## src/rtl/pipe_ctrl_pkg.sv

```systemverilog
// Shared definitions for the pipeline sequencer: state encoding, counter widths
// and the bundle of pipeline control enables.
package pipe_ctrl_pkg;

  localparam int CNT_W  = 16;
  localparam int WAIT_W = 8;
  localparam int INIT_W = 4;

  typedef enum logic [1:0] {
    ST_INIT     = 2'd0,
    ST_RUN      = 2'd1,
    ST_MEM_WAIT = 2'd2
  } seq_state_t;

  typedef struct packed {
    logic pc_write;
    logic ifid_write;
    logic pipe_hold;
    logic ifid_flush;
    logic exmem_flush;
    logic hazard;
  } ctrl_t;

  // Field order: pc_write, ifid_write, pipe_hold, ifid_flush, exmem_flush, hazard
  localparam ctrl_t CTRL_INIT      = 6'b000111;
  localparam ctrl_t CTRL_MEM_STALL = 6'b001000;
  localparam ctrl_t CTRL_BRANCH    = 6'b110111;
  localparam ctrl_t CTRL_LOAD_USE  = 6'b000001;
  localparam ctrl_t CTRL_NORMAL    = 6'b110000;

endpackage

```

## src/rtl/sat_counter.sv

```systemverilog
// Event counter with synchronous clear that sticks at all-ones instead of wrapping.
module sat_counter
  import pipe_ctrl_pkg::*;
#(
  parameter int WIDTH = CNT_W
) (
  input  logic             clk,
  input  logic             clr,
  input  logic             inc,
  output logic [WIDTH-1:0] count
);

  function automatic logic [WIDTH-1:0] sat_inc(input logic [WIDTH-1:0] v);
    return (&v) ? v : v + WIDTH'(1);
  endfunction

  always_ff @(posedge clk) begin
    if (clr) begin
      count <= '0;
    end else if (inc) begin
      count <= sat_inc(count);
    end
  end

endmodule

```

## src/rtl/pipeline_sequencer.sv

```systemverilog
// Hazard/stall/flush sequencer for a 5-stage pipeline: post-reset bubbles,
// memory-wait holds, branch flushes and load-use stalls, plus event counters.
module pipeline_sequencer
  import pipe_ctrl_pkg::*;
#(
  parameter int INIT_CYCLES = 4,
  parameter int MEM_TIMEOUT = 255
) (
  input  logic        clk,
  input  logic        rst,
  input  logic [4:0]  ID_Rs,
  input  logic [4:0]  ID_Rt,
  input  logic        EX_MemRead,
  input  logic [4:0]  EX_Rt,
  input  logic        MEM_BranchTaken,
  input  logic        mem_req,
  input  logic        mem_ready,
  output logic        PCWrite,
  output logic        IFID_Write,
  output logic        pipe_hold,
  output logic        IFID_Flush,
  output logic        EXMEM_Flush,
  output logic        hazard_detected,
  output logic [1:0]  seq_state,
  output logic [15:0] stall_cnt,
  output logic [15:0] flush_cnt,
  output logic        mem_timeout
);

  localparam logic [INIT_W-1:0] INIT_LOAD   = INIT_W'(INIT_CYCLES);
  localparam logic [WAIT_W:0]   TIMEOUT_LIM = (WAIT_W + 1)'(MEM_TIMEOUT);

  seq_state_t          state_q;
  seq_state_t          state_nxt;
  logic [INIT_W-1:0]   init_cnt_q;
  logic [WAIT_W-1:0]   wait_cnt_q;
  logic [WAIT_W:0]     wait_cnt_inc;
  logic                timeout_q;
  ctrl_t               ctrl;
  logic                mem_stall;
  logic                load_use;
  logic                eval_run;
  logic                stall_inc;
  logic                flush_inc;

  assign mem_stall    = mem_req && !mem_ready;
  assign load_use     = EX_MemRead && (EX_Rt != 5'd0) &&
                        ((EX_Rt == ID_Rs) || (EX_Rt == ID_Rt));
  assign wait_cnt_inc = {1'b0, wait_cnt_q} + (WAIT_W + 1)'(1);

  // Control decode: zero-latency from state and same-cycle hazard inputs
  always_comb begin
    ctrl      = CTRL_INIT;
    state_nxt = state_q;
    eval_run  = 1'b0;
    stall_inc = 1'b0;
    flush_inc = 1'b0;
    if (!rst) begin
      case (state_q)
        ST_INIT: begin
          if (init_cnt_q <= INIT_W'(1)) state_nxt = ST_RUN;
        end
        ST_RUN: eval_run = 1'b1;
        ST_MEM_WAIT: begin
          if (!mem_ready) begin
            ctrl      = CTRL_MEM_STALL;
            stall_inc = 1'b1;
          end else begin
            eval_run = 1'b1;
          end
        end
        default: state_nxt = ST_INIT;
      endcase

      // Branch outranks load-use; a pending memory access outranks both
      if (eval_run) begin
        state_nxt = ST_RUN;
        if (mem_stall) begin
          ctrl      = CTRL_MEM_STALL;
          stall_inc = 1'b1;
          state_nxt = ST_MEM_WAIT;
        end else if (MEM_BranchTaken) begin
          ctrl      = CTRL_BRANCH;
          flush_inc = 1'b1;
        end else if (load_use) begin
          ctrl      = CTRL_LOAD_USE;
          stall_inc = 1'b1;
        end else begin
          ctrl = CTRL_NORMAL;
        end
      end
    end
  end

  // State, bubble countdown and memory-wait watchdog
  always_ff @(posedge clk) begin
    if (rst) begin
      state_q    <= ST_INIT;
      init_cnt_q <= INIT_LOAD;
      wait_cnt_q <= '0;
      timeout_q  <= 1'b0;
    end else begin
      state_q <= state_nxt;
      if (state_q == ST_INIT) begin
        if (init_cnt_q > INIT_W'(1)) init_cnt_q <= init_cnt_q - 1'b1;
      end else if (state_nxt == ST_INIT) begin
        init_cnt_q <= INIT_LOAD;
      end
      if (state_q == ST_MEM_WAIT && !mem_ready) begin
        if (!(&wait_cnt_q)) wait_cnt_q <= wait_cnt_inc[WAIT_W-1:0];
        if (wait_cnt_inc >= TIMEOUT_LIM) timeout_q <= 1'b1;
      end else begin
        wait_cnt_q <= '0;
      end
    end
  end

  sat_counter #(.WIDTH(CNT_W)) u_stall_cnt (
    .clk   (clk),
    .clr   (rst),
    .inc   (stall_inc),
    .count (stall_cnt)
  );

  sat_counter #(.WIDTH(CNT_W)) u_flush_cnt (
    .clk   (clk),
    .clr   (rst),
    .inc   (flush_inc),
    .count (flush_cnt)
  );

  assign PCWrite         = ctrl.pc_write;
  assign IFID_Write      = ctrl.ifid_write;
  assign pipe_hold       = ctrl.pipe_hold;
  assign IFID_Flush      = ctrl.ifid_flush;
  assign EXMEM_Flush     = ctrl.exmem_flush;
  assign hazard_detected = ctrl.hazard;
  assign seq_state       = state_q;
  assign mem_timeout     = timeout_q;

endmodule

```

## config.mk

```make
export PLATFORM = sky130hd
export DESIGN_NAME = pipeline_sequencer
export DESIGN_NICKNAME = d
export VERILOG_FILES = /design/src/rtl/pipe_ctrl_pkg.sv /design/src/rtl/sat_counter.sv /design/src/rtl/pipeline_sequencer.sv
export SDC_FILE = /design/constraint.sdc
export NUM_CORES = 1
export LEC_CHECK = 0
export CORE_MARGIN = 2
export CORE_UTILIZATION = 25
export DETAILED_ROUTE_END_ITERATION = 8
export PLACE_DENSITY = 0.52
export SLEW_MARGIN = 20
export SYNTH_ARGS = -nofsm -noshare
export SYNTH_HDL_FRONTEND = slang
export SYNTH_HIERARCHICAL = 1
export SYNTH_SLANG_ARGS = --single-unit
```

## constraint.sdc

```tcl
create_clock -name clk -period 4 [get_ports clk]
set_input_delay 1.2 -clock clk [delete_from_list [all_inputs] [get_ports clk]]
set_output_delay 1.2 -clock clk [all_outputs]
set_load 0.02 [all_outputs]
```

Word level (Yosys, flattened, before mapping) --
Index checks and enable logic that the tools add are counted.
Cells by class: bitwise gates (word level) 3, magnitude comparators 3, equal/unequal tests 5, shift operators 0, add/sub/neg operators 4, divide/modulo/power cells 0, reduce and logical (&&, ||, !) cells 19, multiply operators 0, multiplexer cells 29
Operators by type and width (count):
- adder 16 x 1 -> 16 bit (second input constant) | 2
- AND reduction 16 bit | 2
- two-way mux 6 bit | 5
- two-way mux 4 bit | 5
- two-way mux 1 bit | 13
- == test 5 bit | 2
- adder 8 x 1 -> 9 bit (second input constant) | 1
- greater-or-equal comparator 9 x 8 -> 1 bit (second input constant) | 1
- two-way mux 2 bit | 4
- AND reduction 2 bit | 4
- AND reduction 8 bit | 1
- nonzero test 5 bit | 1
- greater-than comparator 4 x 1 -> 1 bit (second input constant) | 1
- less-or-equal comparator 4 x 1 -> 1 bit (second input constant) | 1
- logical AND 1 bit | 4
- zero test 2 bit | 2
- case mux 2 bit (2 select lines) | 1
- OR reduction 2 bit | 2
- subtractor 4 x 1 -> 4 bit (second input constant) | 1
- NOT 1 bit | 3
- == test 2 x 1 -> 1 bit (second input constant) | 1
- == test 2 bit (second input constant) | 1
- inequality test 2 x 1 -> 1 bit (second input constant) | 1
- case mux 1 bit (2 select lines) | 1
- 3 further kinds | 3
Word-level totals: RAM bits 0, memory bits (read-only) 0, memories 0, bits in registers 47, latch bits 0, logic and storage cells 69

Logic depth before layout (Yosys ltp) --
word-level depth 9, depth in mapped cells 11

Hierarchy --
Netlist, hierarchy kept.
By module, submodules not included:
- sat_counter | times used 2, cells each 96, seq. area each 320.3 µm², area each 833.3 µm²
- pipeline_sequencer | times used 1, cells each 133, seq. area each 300.3 µm², area each 1108.6 µm²

Worst setup path before layout --
Ideal clock, no wire load.
path kind input to output, start point input EX_Rt[1], end point output PCWrite, data arrival time 2.320 ns, setup slack 0.480 ns, required time 2.800 ns, buffers on the path 1, stages on the path 4, cell sequence or4_1 > o21ai_1 > o31a_1 > buf_4
On the way: longest elaborated chain between the ends 8
Ends and longest elaborated chain:
- start, declared | line pipeline_sequencer.sv:14 | input logic [4:0] EX_Rt,
- == test 5 bit / nonzero test 5 bit (equally long branches) | line pipeline_sequencer.sv:48, pipeline_sequencer.sv:47
- logical OR 1 bit / logical AND 1 bit (equally long branches) | line pipeline_sequencer.sv:48, pipeline_sequencer.sv:47
- logical AND 1 bit (*) | line pipeline_sequencer.sv:47 | assign load_use = EX_MemRead && (EX_Rt != 5'd0) &&
- two-way mux 6 bit (*) | line pipeline_sequencer.sv:85 | end else if (load_use) begin
- two-way mux 6 bit (*) | line pipeline_sequencer.sv:82 | end else if (MEM_BranchTaken) begin
- two-way mux 6 bit (*) | line pipeline_sequencer.sv:78 | if (mem_stall) begin
- two-way mux 6 bit (*) | line pipeline_sequencer.sv:76 | if (eval_run) begin
- two-way mux 6 bit (*) | line pipeline_sequencer.sv:58 | if (!rst) begin
- end, declared | line pipeline_sequencer.sv:18 | output logic PCWrite,
Every way passes the cells marked *; elsewhere a longest branch is shown, timed or not.

Worst setup path in the final report --
start point input mem_ready, end point output IFID_Flush
On the way: longest elaborated chain between the ends 5
Ends and longest elaborated chain:
- start, declared | line pipeline_sequencer.sv:17 | input logic mem_ready,
- two-way mux 1 bit / zero test 1 bit (equally long branches) | line pipeline_sequencer.sv:65, pipeline_sequencer.sv:46
- case mux 1 bit (2 select lines) / logical AND 1 bit (equally long branches) | line pipeline_sequencer.sv:59, pipeline_sequencer.sv:46
- two-way mux 1 bit / two-way mux 6 bit (equally long branches) | line pipeline_sequencer.sv:58, pipeline_sequencer.sv:78
- two-way mux 6 bit (*) | line pipeline_sequencer.sv:76
- two-way mux 6 bit (*) | line pipeline_sequencer.sv:58
- end, declared | line pipeline_sequencer.sv:21 | output logic IFID_Flush,
Every way passes the cells marked *; elsewhere a longest branch is shown, timed or not. The select of a mux whose other input is x is not followed.

==> out/summary.md <==
The flow ran to the end, and the final reports show no timing, DRC or antenna violations. The tools report the initial core utilization as 0.2560. The iteration-0 DRC count of the detailed router is 119. Compared with the post-synthesis result, the final layout area differs by 36.25%.

The analysis attributes to cell leakage a power of 1.300 nW. The area fraction in compound gates after synthesis is 0.1727, and the net count of the mapped netlist is 356. The total of max-cap violations was 0. The worst hold path belongs to the class flip-flop to flip-flop.

The wire length on met1 is 3535 um. Dividing the detail-routed wire length by the instance count gives 12.68 um. Dominant cell by count in the synthesized netlist: dfxtp_1.

Predominant post-synthesis flop cell: dfxtp_1. The clock-pin slew of the registers on the worst-case setup and hold paths is 0.09 ns, and the adder-cell share of the synthesized area is 0.04509. For this run, the post-layout net count is 442.

The vertical die dimension came out at 109.4 um. The clock period could shrink to 3.916 ns. The logs give 11380 um for the wire length of the first global-routing pass and 0 ns for the total negative slack. The global-route usage over all layers was 0.1166; the power per cell area was 281.3 nW/um2. The tools report the number of global-route vias before repair as 2438. Sorting the synthesized cells by area gives the leading types as dfxtp_1 34%, ha_1 4.5%, xor2_1 4.1%.

The mux share of post-synthesis cell area is 0.04148. Post-synthesis cell type with the largest combined area: dfxtp_1. After synthesis, the largest family of logic cells by area is simple AND/OR/NAND/NOR gates. In the detailed route, the total length drawn on met2 is 3182 um. The post-synthesis share of cell area spent on and, or, nand and nor gates is 0.2890. TritonCTS created 5 clock buffers.

Post-CTS timing repair inserted 0 buffers for setup. Port buffering added 61 buffers. The highest signal layer in the routed design was met4. A synthesized cell averages 8.539 um2.

The congestion estimate from routability-driven global placement came to 0.7485. The total via count in the routed design is 2680, and the portion of synthesized cell area occupied by the leading cell type is 0.3390. The summed instance area of the synthesized netlist was 2775 um2; the data required time at the worst endpoint was 2.80 ns. From left edge to right edge, the die measures 109.4 um. Prior to clock tree synthesis, the placed netlist has a worst setup slack of -0.3475 ns. TritonCTS built the clock tree.

The portion of the post-synthesis area used by sequential elements is 0.3390. The critical path endpoint category is a primary output. The number of buffers on the longest clock path came out at 2. The netlist uses 58 different library cells.

For this run, the detailed router's first-pass iteration total came to 4. Setup violations remaining at the end of the flow were counted as 0. The fmax came out at 255.4 MHz.

The slew of the pin with the lowest slew margin was 0.8504 ns; the register bit count reported by yosys was 47. The run gives 0 as the number of hold violations in the final report. The clock tree root driver cell is clkbuf_8.

In this run the remaining antenna-violating nets after routing total 0. The XOR/XNOR share of the synthesized area works out to 0.06628. The met3 wirelength from detailed routing was 222 um; the worst hold margin was 0.4681 ns.

The clock reaches the later pin of the worst-skew pair after 0.30 ns. Yosys mapped a number of flops with a built-in enable equal to 0. At the worst endpoint, the arrival time is 2.72 ns. The number of pins exceeding their max-slew limit in the final report was 0.

After floorplanning, the core was divided into 38 placement rows. The tools report the antenna diode instance count as 0. The worst setup path is launched from an input port. The worst-case IR drop observed on VDD is 0.1961 mV. Dividing the detail-routed via count by the number of cells gives 4.855. Share of the cycle needed by the critical path after routing: 0.9790.

The post-synthesis async set-or-reset flop share is 0. CTS saw 47 sinks. The yosys synthesis warning count was 6; the I/O pin count was 62. The fraction of layout instances using a drive strength above 1 came out at 0.1383. The maximum net fanout on the critical path is 5, and the total DRC errors in the routed layout is 0. Entering global routing, the biggest net connects 24 pins.

After layout, the worst setup slack is 0.08385 ns. After filler insertion, the fill cell instance count of the layout stands at 1165. The run gives 3694 um2 as the cell area after placement. The number of cells produced by synthesis is 325, and the remaining global-route overflow is 0. The clock arrives with 0.006613 ns of skew. In the synthesized netlist, the cells that appear most often are 47 x dfxtp_1, 29 x nor2_1, 20 x nand2_1. The type of the setup path with the least slack was input port to primary output. The area of the core is 10840 um2, and the total wirelength of the detailed-routed design is 7000 um. The detailed placement HPWL was 5287 um. Die outline area: 11960 um2.

Worst relative slew slack: 0.4279. The logs give 0 for the number of antenna violations at the first check in global routing and 2 for the total number of H-tree levels. The run gives 3781 um2 as the area of all placed cells without fillers.
-- path summary, 6_finish.rpt --
| check | startpoint | endpoint | slack, ns | depth (start not counted) |
|---|---|---|---|---|
| hold reg to reg | mem_timeout | mem_timeout | 0.47 | 2 |
| setup / recovery | mem_ready | IFID_Flush | 0.08 | 7 |
| setup reg to reg | seq_state[0] | u_stall_cnt/count[15] | 0.67 | 11 |
| hold / removal | mem_timeout | mem_timeout | 0.47 | 2 |
-- power breakdown --
group	switching, mW	total, mW	leakage (nW)	internal [mW]
clock network	0.163	0.285	0.0412	0.123
logic	0.138	0.267	0.879	0.129
registers	0.0217	0.511	0.379	0.489
total	0.323	1.06	1.30	0.741
-- worst max-delay path: stages --
cell	delay (ns)
clkdlybuf4s50_1	0.44
buf_4	0.17
inv_2	0.06
nand4_1	0.15
a31o_1	0.26
buf_4	0.14
clkdlybuf4s15_1	0.28
-- per-layer routing --
metal  GRT usage  up-vias
met5           0        -
met4     0.03345        0
met3     0.02134        4
met2      0.1768       45
met1      0.1679     1245
li1            -     1386
-- cell families after synthesis --
family          after synthesis
compound gates               68
xor+xnor                     21
fa+ha+maj                    10
buf+inv                      25
flops                        47
mux                          11
simple gates                143
-- registers in the layout, indices dropped and copies added (netlist names) --
signal             count
u_flush_cnt/count     16
mem_timeout            1
wait_cnt_q             8
u_stall_cnt/count     16
seq_state              2
init_cnt_q             4
-- timing repair --
action,CTS,global route
resized for setup,15,6
gates cloned,0,0
hold buffers,0,0
pin swaps,1,1
endpoints found under the setup margin,6,5
-- stage by stage --
step / total power, mW / utilization / std cells
6_report: 1.064 / 0.3488 / 552
5_1_grt: 1.136 / 0.3488 / 552
4_1_cts: 1.084 / 0.3478 / 552
3_5_place_dp: 0.7865 / 0.3407 / 544
3_3_place_gp: 0.7824 / 0.3407 / 544
2_1_floorplan: 0.6911 / - / 325
-- area by class of cell --
cell class,count,area [um2],area share
Clock buffer,6,72.57,0.01919
Sequential cell,47,940.9,0.2488
Multi-Input combinational cell,253,1724,0.4560
Timing Repair Buffer,89,799.5,0.2114
Inverter,15,56.30,0.01489
Clock inverter,2,12.51,0.003309
Tap cell,140,175.2,0.04633
-- cells in the final DEF (no fill, tap or decap), drive strengths merged, types with 10 or more instances in the layout --
master	netlist	routed
inv	15	15
xor2	13	13
a21oi	17	17
buf	4	32
nor2	29	29
clkdlybuf4s50	0	54
dfxtp	47	47
nor3	12	12
ha	10	10
nand2	20	20
nand4	11	11
nand3	18	18
Note: power is estimated with default switching activity, not from simulation.
==> variant 1 (same flow settings) <==
`WAIT_W`: 8 -> 6.
--- a/src/rtl/pipe_ctrl_pkg.sv
+++ b/src/rtl/pipe_ctrl_pkg.sv
@@ -3,7 +3,7 @@
 package pipe_ctrl_pkg;
 
   localparam int CNT_W  = 16;
-  localparam int WAIT_W = 8;
+  localparam int WAIT_W = 6;
   localparam int INIT_W = 4;
 
   typedef enum logic [1:0] {
Formal check against the unedited RTL: no difference found for any inputs over 10 cycles, from zero or initial values and one cycle with rst high; that may be too few to reach the edited logic, so the function may still have changed.
==> variant 1 against the original RTL <==
  * Core utilization is 1.3 points higher
  * Synthesized area is 16% lower
  * Sequential cell count down 8
  * Global-route usage is 0.20 points higher
  * Power down 1.5%
  * Sequential power down 15%
  * Count of clock-buffer cells in the layout is the same
  * Largest cell class unchanged
  * Die area fell by 15%
  * Largest power group unchanged
  * Worst setup slack improved by 48 ps
  * Clock power is 21% higher
  * Design area is 12% lower
  * Wire length decreased by 14%
  * Cell count fell by 15%
  * Via count fell by 14%
==> variant 1: results (changes against the original RTL) <==
RUN_STATUS='completed'
POSTSYNTH.ASYNCRESETSHARE_PCT=0  # unchanged
CP.ARRIVAL_PS=2670  # -50 ps
DRT_ITER0_MARKERS=71  # -40%
SYNTH_COMPOUND_AREA_SHARE_PCT=15.6  # -1.7 points
P_LEAK_nW=1.21  # -6.6%
CRIT_PATH_MAX_FANOUT=3  # -2
PLACE_CONGESTION=0.767  # +2.4%
NFILLCELLS=941  # -19%
TIGHTESTPINTRANSITION_PS=836  # -14.3 ps
SYNTH.TOP_CELLS.BY_AREA='sky130_fd_sc_hd__dfxtp_1 (33%), sky130_fd_sc_hd__nor2_1 (5.1%), sky130_fd_sc_hd__xor2_1 (4.9%), sky130_fd_sc_hd__ha_1 (4.3%), sky130_fd_sc_hd__nand2_1 (3.4%)'
NETS=386  # -13%
SYNTHESIS.NETS=307  # -14%
CLKSLEWWORSTSETUPHOLDPATHS_PS=70  # -20 ps
GRT_PASS1_VIAS=2231  # -8.5%
YS_TYPES=52  # -10%
ROUTED-VIA-COUNT=2311  # -14%
USE_MET1_PCT=15.4  # -1.4 points
CLOCK_SKEWS_PS=7.56  # +0.942 ps
WORST-R2R-CELL-COUNT=10  # -1
GRT_UTIL_MET2_PCT=19.6  # +1.9 points
POWER.IR.VDD_WORST_mV=0.161  # -18%
TOTALWIRELENGTH_UM=6000  # -14%
DETAIL_ROUTE.WIRELENGTH.MET1_UM=2820  # -20%
SYNTH_FA_HA_AREA_SHARE_PCT=4.28  # -0.23 points
GRTUSAGETOTAL_PCT=11.9  # +0.20 points
HOLDPATHSTAGES=1  # -1
DR_WL_MET3_UM=254  # +14%
SYNTH_XOR_AREA_SHARE_PCT=6.75  # +0.12 points
SUM_OF_MET2_WIRE_SEGMENT_LENGTHS_AFTER_DETAILED_ROUTING_UM=2820  # -11%
GRT_START_MAX_NET_PINS=47  # +96%
[variant 1: changes by cell type after synthesis, sizes merged, moves of 3 or more]
cell,delta
nand3b,-3
xnor2,-3
and3,-3
a211oi,-3
nor2,+4
a21oi,-4
o21ai,-3
inv,-7
dfxtp,-8
nand3,-3
[variant 1: cells by family after synthesis]
kind of cell,after synthesis
AOI/OAI and AO/OA,51
xor gates and xnor gates,18
adders and majority gates,8
buffers and inverters,17
DFF,39
muxes,9
and+or+nand+nor,136
[variant 1: final timing paths]
| path | endpoint | from | slack [ps] |
|---|---|---|---|
| worst max-delay path | pipe_hold | mem_ready | 130 |
| worst min-delay path | mem_timeout | mem_timeout | 470 |
| worst max register to register | u_stall_cnt/count[15] | seq_state[1] | 1210 |
| worst min register to register | mem_timeout | mem_timeout | 470 |
[variant 1: per-stage QoR]
step	power, mW	std cells	area [µm²]	utilization, %
CTS	1.06	469	3290	35.9
floorplan	0.620	278	2340	-
finish	1.05	469	3310	36.2
global route	1.12	469	3310	36.2
detailed placement	0.709	461	3170	34.6
global placement	0.704	461	3170	34.6
[variant 1: what timing repair did]
| action | 4_1_cts | 5_1_grt |
|---|---|---|
| hold endpoints to repair | 0 | 0 |
| pin swaps | 1 | 6 |
| setup endpoints to repair | 6 | 3 |
| gates resized for setup | 22 | 8 |
[variant 1: power by group]
group	internal [mW]	switching (mW)	leakage, nW
Clock	0.202	0.144	0.0612
Sequential	0.411	0.0216	0.315
Combinational	0.137	0.133	0.838
Total	0.749	0.298	1.21
[variant 1: layout make-up]
type | instances | share of cell area (%)
Sequential cell | 39 | 23.6
Clock buffer | 6 | 2.49
Timing Repair Buffer | 81 | 22.9
Tap cell | 111 | 4.19
Clock inverter | 2 | 1.06
Inverter | 8 | 0.906
Multi-Input combinational cell | 222 | 44.9
==> variant 2 (same settings) <==
Made on the original files. Register the output `flush_cnt`, without a reset; this adds one clock of latency there. The other outputs are not delayed to match.
--- a/src/rtl/pipeline_sequencer.sv
+++ b/src/rtl/pipeline_sequencer.sv
@@ -29,6 +29,8 @@
 
   localparam logic [INIT_W-1:0] INIT_LOAD   = INIT_W'(INIT_CYCLES);
   localparam logic [WAIT_W:0]   TIMEOUT_LIM = (WAIT_W + 1)'(MEM_TIMEOUT);
+
+  logic [15:0] flush_cnt_d;
 
   seq_state_t          state_q;
   seq_state_t          state_nxt;
@@ -126,7 +128,7 @@
     .clk   (clk),
     .clr   (rst),
     .inc   (flush_inc),
-    .count (flush_cnt)
+    .count (flush_cnt_d)
   );
 
   assign PCWrite         = ctrl.pc_write;
@@ -138,5 +140,9 @@
   assign seq_state       = state_q;
   assign mem_timeout     = timeout_q;
 
+  always_ff @(posedge clk) begin
+    flush_cnt <= flush_cnt_d;
+  end
+
 endmodule
 
Formal check against the unedited RTL: not equivalent (Yosys sat finds a counterexample within 10 cycles, from zero or initial values and one cycle with rst high).
==> variant 2 against the original RTL <==
  * Design area is 17% higher
  * Wire length grew 2.9%
  * Power is 76% higher
  * Global-route usage shrank 0.52 points
  * Core utilization is 1.8 points higher
  * Synthesized area increased by 11%
  * Sequential cell count grew 16
  * Critical path depth unchanged
  * Worst setup slack improved by 22 ps
  * Critical path type unchanged
  * Critical endpoint is now IFID_Write
  * Largest cell class unchanged
==> variant 2: results (changes against the original RTL) <==
RUN_STATUS='completed'
GRT_FIRST_PASS_WIRELENGTH_UM=11800  # +3.9%
CTS_INSERTED_BUFFERS=9  # +4
CRIT_PATH_MAX_FANOUT=2  # -3
POWER.IR.VDD_WORST_mV=0.189  # -3.6%
YOSYS-TOP-CELLS-COUNT='sky130_fd_sc_hd__dfxtp_1 (63), sky130_fd_sc_hd__nor2_1 (31), sky130_fd_sc_hd__nand2_1 (28), sky130_fd_sc_hd__nand3_1 (23), sky130_fd_sc_hd__a21oi_1 (20)'
HOLD_VIOL=0  # unchanged
ROUTE.DETAILED.VIAS_PER_INST=4.68  # -3.7%
NFILLCELLS=1233  # +5.8%
TIGHTESTPINTRANSITION_PS=982  # +132 ps
RR_ENDPOINT='u_flush_cnt/count[15]'
DRT.ANTENNA.VIOLATING_NETS=0  # unchanged
HOLDPATHSTAGES=0  # -2
SYNTH.TOP_CELLS.BY_AREA='sky130_fd_sc_hd__dfxtp_1 (41%), sky130_fd_sc_hd__xnor2_1 (5.1%), sky130_fd_sc_hd__ha_1 (4.0%), sky130_fd_sc_hd__nor2_1 (3.8%), sky130_fd_sc_hd__nand3_1 (3.7%)'
GRTUSAGETOTAL_PCT=11.1  # -0.52 points
PLACE_CONGESTION=0.781  # +4.3%
YS_TYPES=54  # -6.9%
LAYOUT_TOP_REGISTERS='flush_cnt (16), u_flush_cnt/count (16), u_stall_cnt/count (16)'
GRT_PASS1_VIAS=2652  # +8.8%
POSTCTSSETUPREPAIRBUFS=0  # unchanged
USE_MET1_PCT=13.3  # -3.5 points
CP.ARRIVAL_PS=2690  # -30 ps
P_LEAK_nW=1.58  # +22%
CLOCK_SKEWS_PS=4.46  # -2.16 ps
DRIVE_ABOVE_1_SHARE_PCT=13.8  # about the same
CTS-ROOT-BUF='sky130_fd_sc_hd__clkbuf_16'
CLKSLEWWORSTSETUPHOLDPATHS_PS=50  # -40 ps
DRT_ITER0_MARKERS=155  # +30%
SYNTH_SEQUENTIAL_AREA_RATIO_PCT=40.8  # +6.9 points
SYNTHESIS.NETS=379  # +6.5%
GRT_UTIL_MET2_PCT=17.8  # +0.084 points
TIMING.HOLD.WORST.START='u_flush_cnt/count[15]'
DEPTH_OF_THE_CTS_H_TREE=3  # +1
AREA_OF_PLACED_INSTANCES_UM2=4030  # +9.2%
NETS=467  # +5.7%
DETAIL_ROUTE.WL_PER_CELL_UM=11.8  # -6.7%
CLOCK_INSERTION_DELAY_WORST_SKEW_PS=330  # +30 ps
HOLD_PATH_END='flush_cnt[15]'
REG_TO_REG_SETUP_TIMING_SLACK_PS=1080  # +410 ps
GRT_START_MAX_NET_PINS=39  # +63%
CELL_INTERNAL_PWR_mW=1.46  # +96%
WORST-R2R-CELL-COUNT=9  # -2
variant 2: cell count changes in the layout (fill, tap and decap cells not counted), moves of 5 or more:
cell                            delta
sky130_fd_sc_hd__clkbuf_16         +9
sky130_fd_sc_hd__dfxtp_1          +16
sky130_fd_sc_hd__dlygate4sd2_1     +5
sky130_fd_sc_hd__nand2_1           +8
sky130_fd_sc_hd__nand3_1           +5
sky130_fd_sc_hd__xnor2_1          +10
sky130_fd_sc_hd__xor2_1            -9
variant 2: what timing repair did:
item	CTS	global route
gates resized for setup	26	3
endpoints found under the setup margin	6	3
pin swaps	3	2
endpoints found under the hold margin	0	0
variant 2: cells by family (layout without fill, tap and decap cells):
logic type                 count (synthesis)  count (layout)  synth area share, %
and+or+nand+nor                          152             152                 26.8
AOI/OAI and AO/OA                         71              71                 15.6
DFF                                       63              63                 40.8
xor gates and xnor gates                  22              22                 6.23
buffers and inverters                     22             115                 3.80
adders and majority gates                 10              10                 4.04
muxes                                      8               8                 2.75
variant 2: worst max path at each step:
stage	start	end
after floorplan	EX_Rt[1]	PCWrite
after global placement	EX_Rt[1]	IFID_Write
after detailed placement	EX_Rt[1]	IFID_Write
after CTS	EX_Rt[1]	hazard_detected
after global routing	mem_ready	IFID_Flush
final	EX_Rt[4]	IFID_Write
variant 2: final cells by class:
class                   instances  area [µm²]  share of cell area, %
clock buffers                  11         243                   5.49
clock inverters                 5         129                   2.91
inverters                      13        48.8                   1.10
multi-input cells             263        1730                   39.1
flip-flops and latches         63        1260                   28.5
well taps                     168         210                   4.75
repair buffers                 86         800                   18.1
variant 2: power by group through the flow:
stage,combinational [mW],clock [mW],sequential [mW]
after global routing,0.266,1.01,0.674
after CTS,0.238,0.988,0.671
final,0.238,0.963,0.672
after detailed placement,0.237,0,0.685
after floorplan,0.158,0,0.684
after global placement,0.235,0,0.684
variant 2: critical path: stages:
cell and delay, ps:
sky130_fd_sc_hd__dlygate4sd2_1 240, sky130_fd_sc_hd__or4_4 530, sky130_fd_sc_hd__o21ai_2 150, sky130_fd_sc_hd__nor2_1 60, sky130_fd_sc_hd__a21boi_1 180, sky130_fd_sc_hd__nor2b_4 200
sky130_fd_sc_hd__buf_6 130
variant 2: per-stage QoR:
stage | hold WS [ps] | setup slack (ps) | util, % | cells
detailed placement | 386 | -678 | 33.4 | 593
global route | 409 | 19.8 | 36.7 | 609
CTS | 393 | 23.3 | 36.6 | 609
finish | 386 | 106 | 36.7 | 609
floorplan | 369 | 62.9 | - | 348
global placement | 382 | -674 | 33.4 | 593
variant 2: layer usage:
metal,wire length [µm],vias to the layer above,share of wire [%]
li1,-,1471,-
met2,3280,66,46
met3,391,13,5.4
met5,0,-,0
met4,185,0,2.6
met1,3340,1298,46
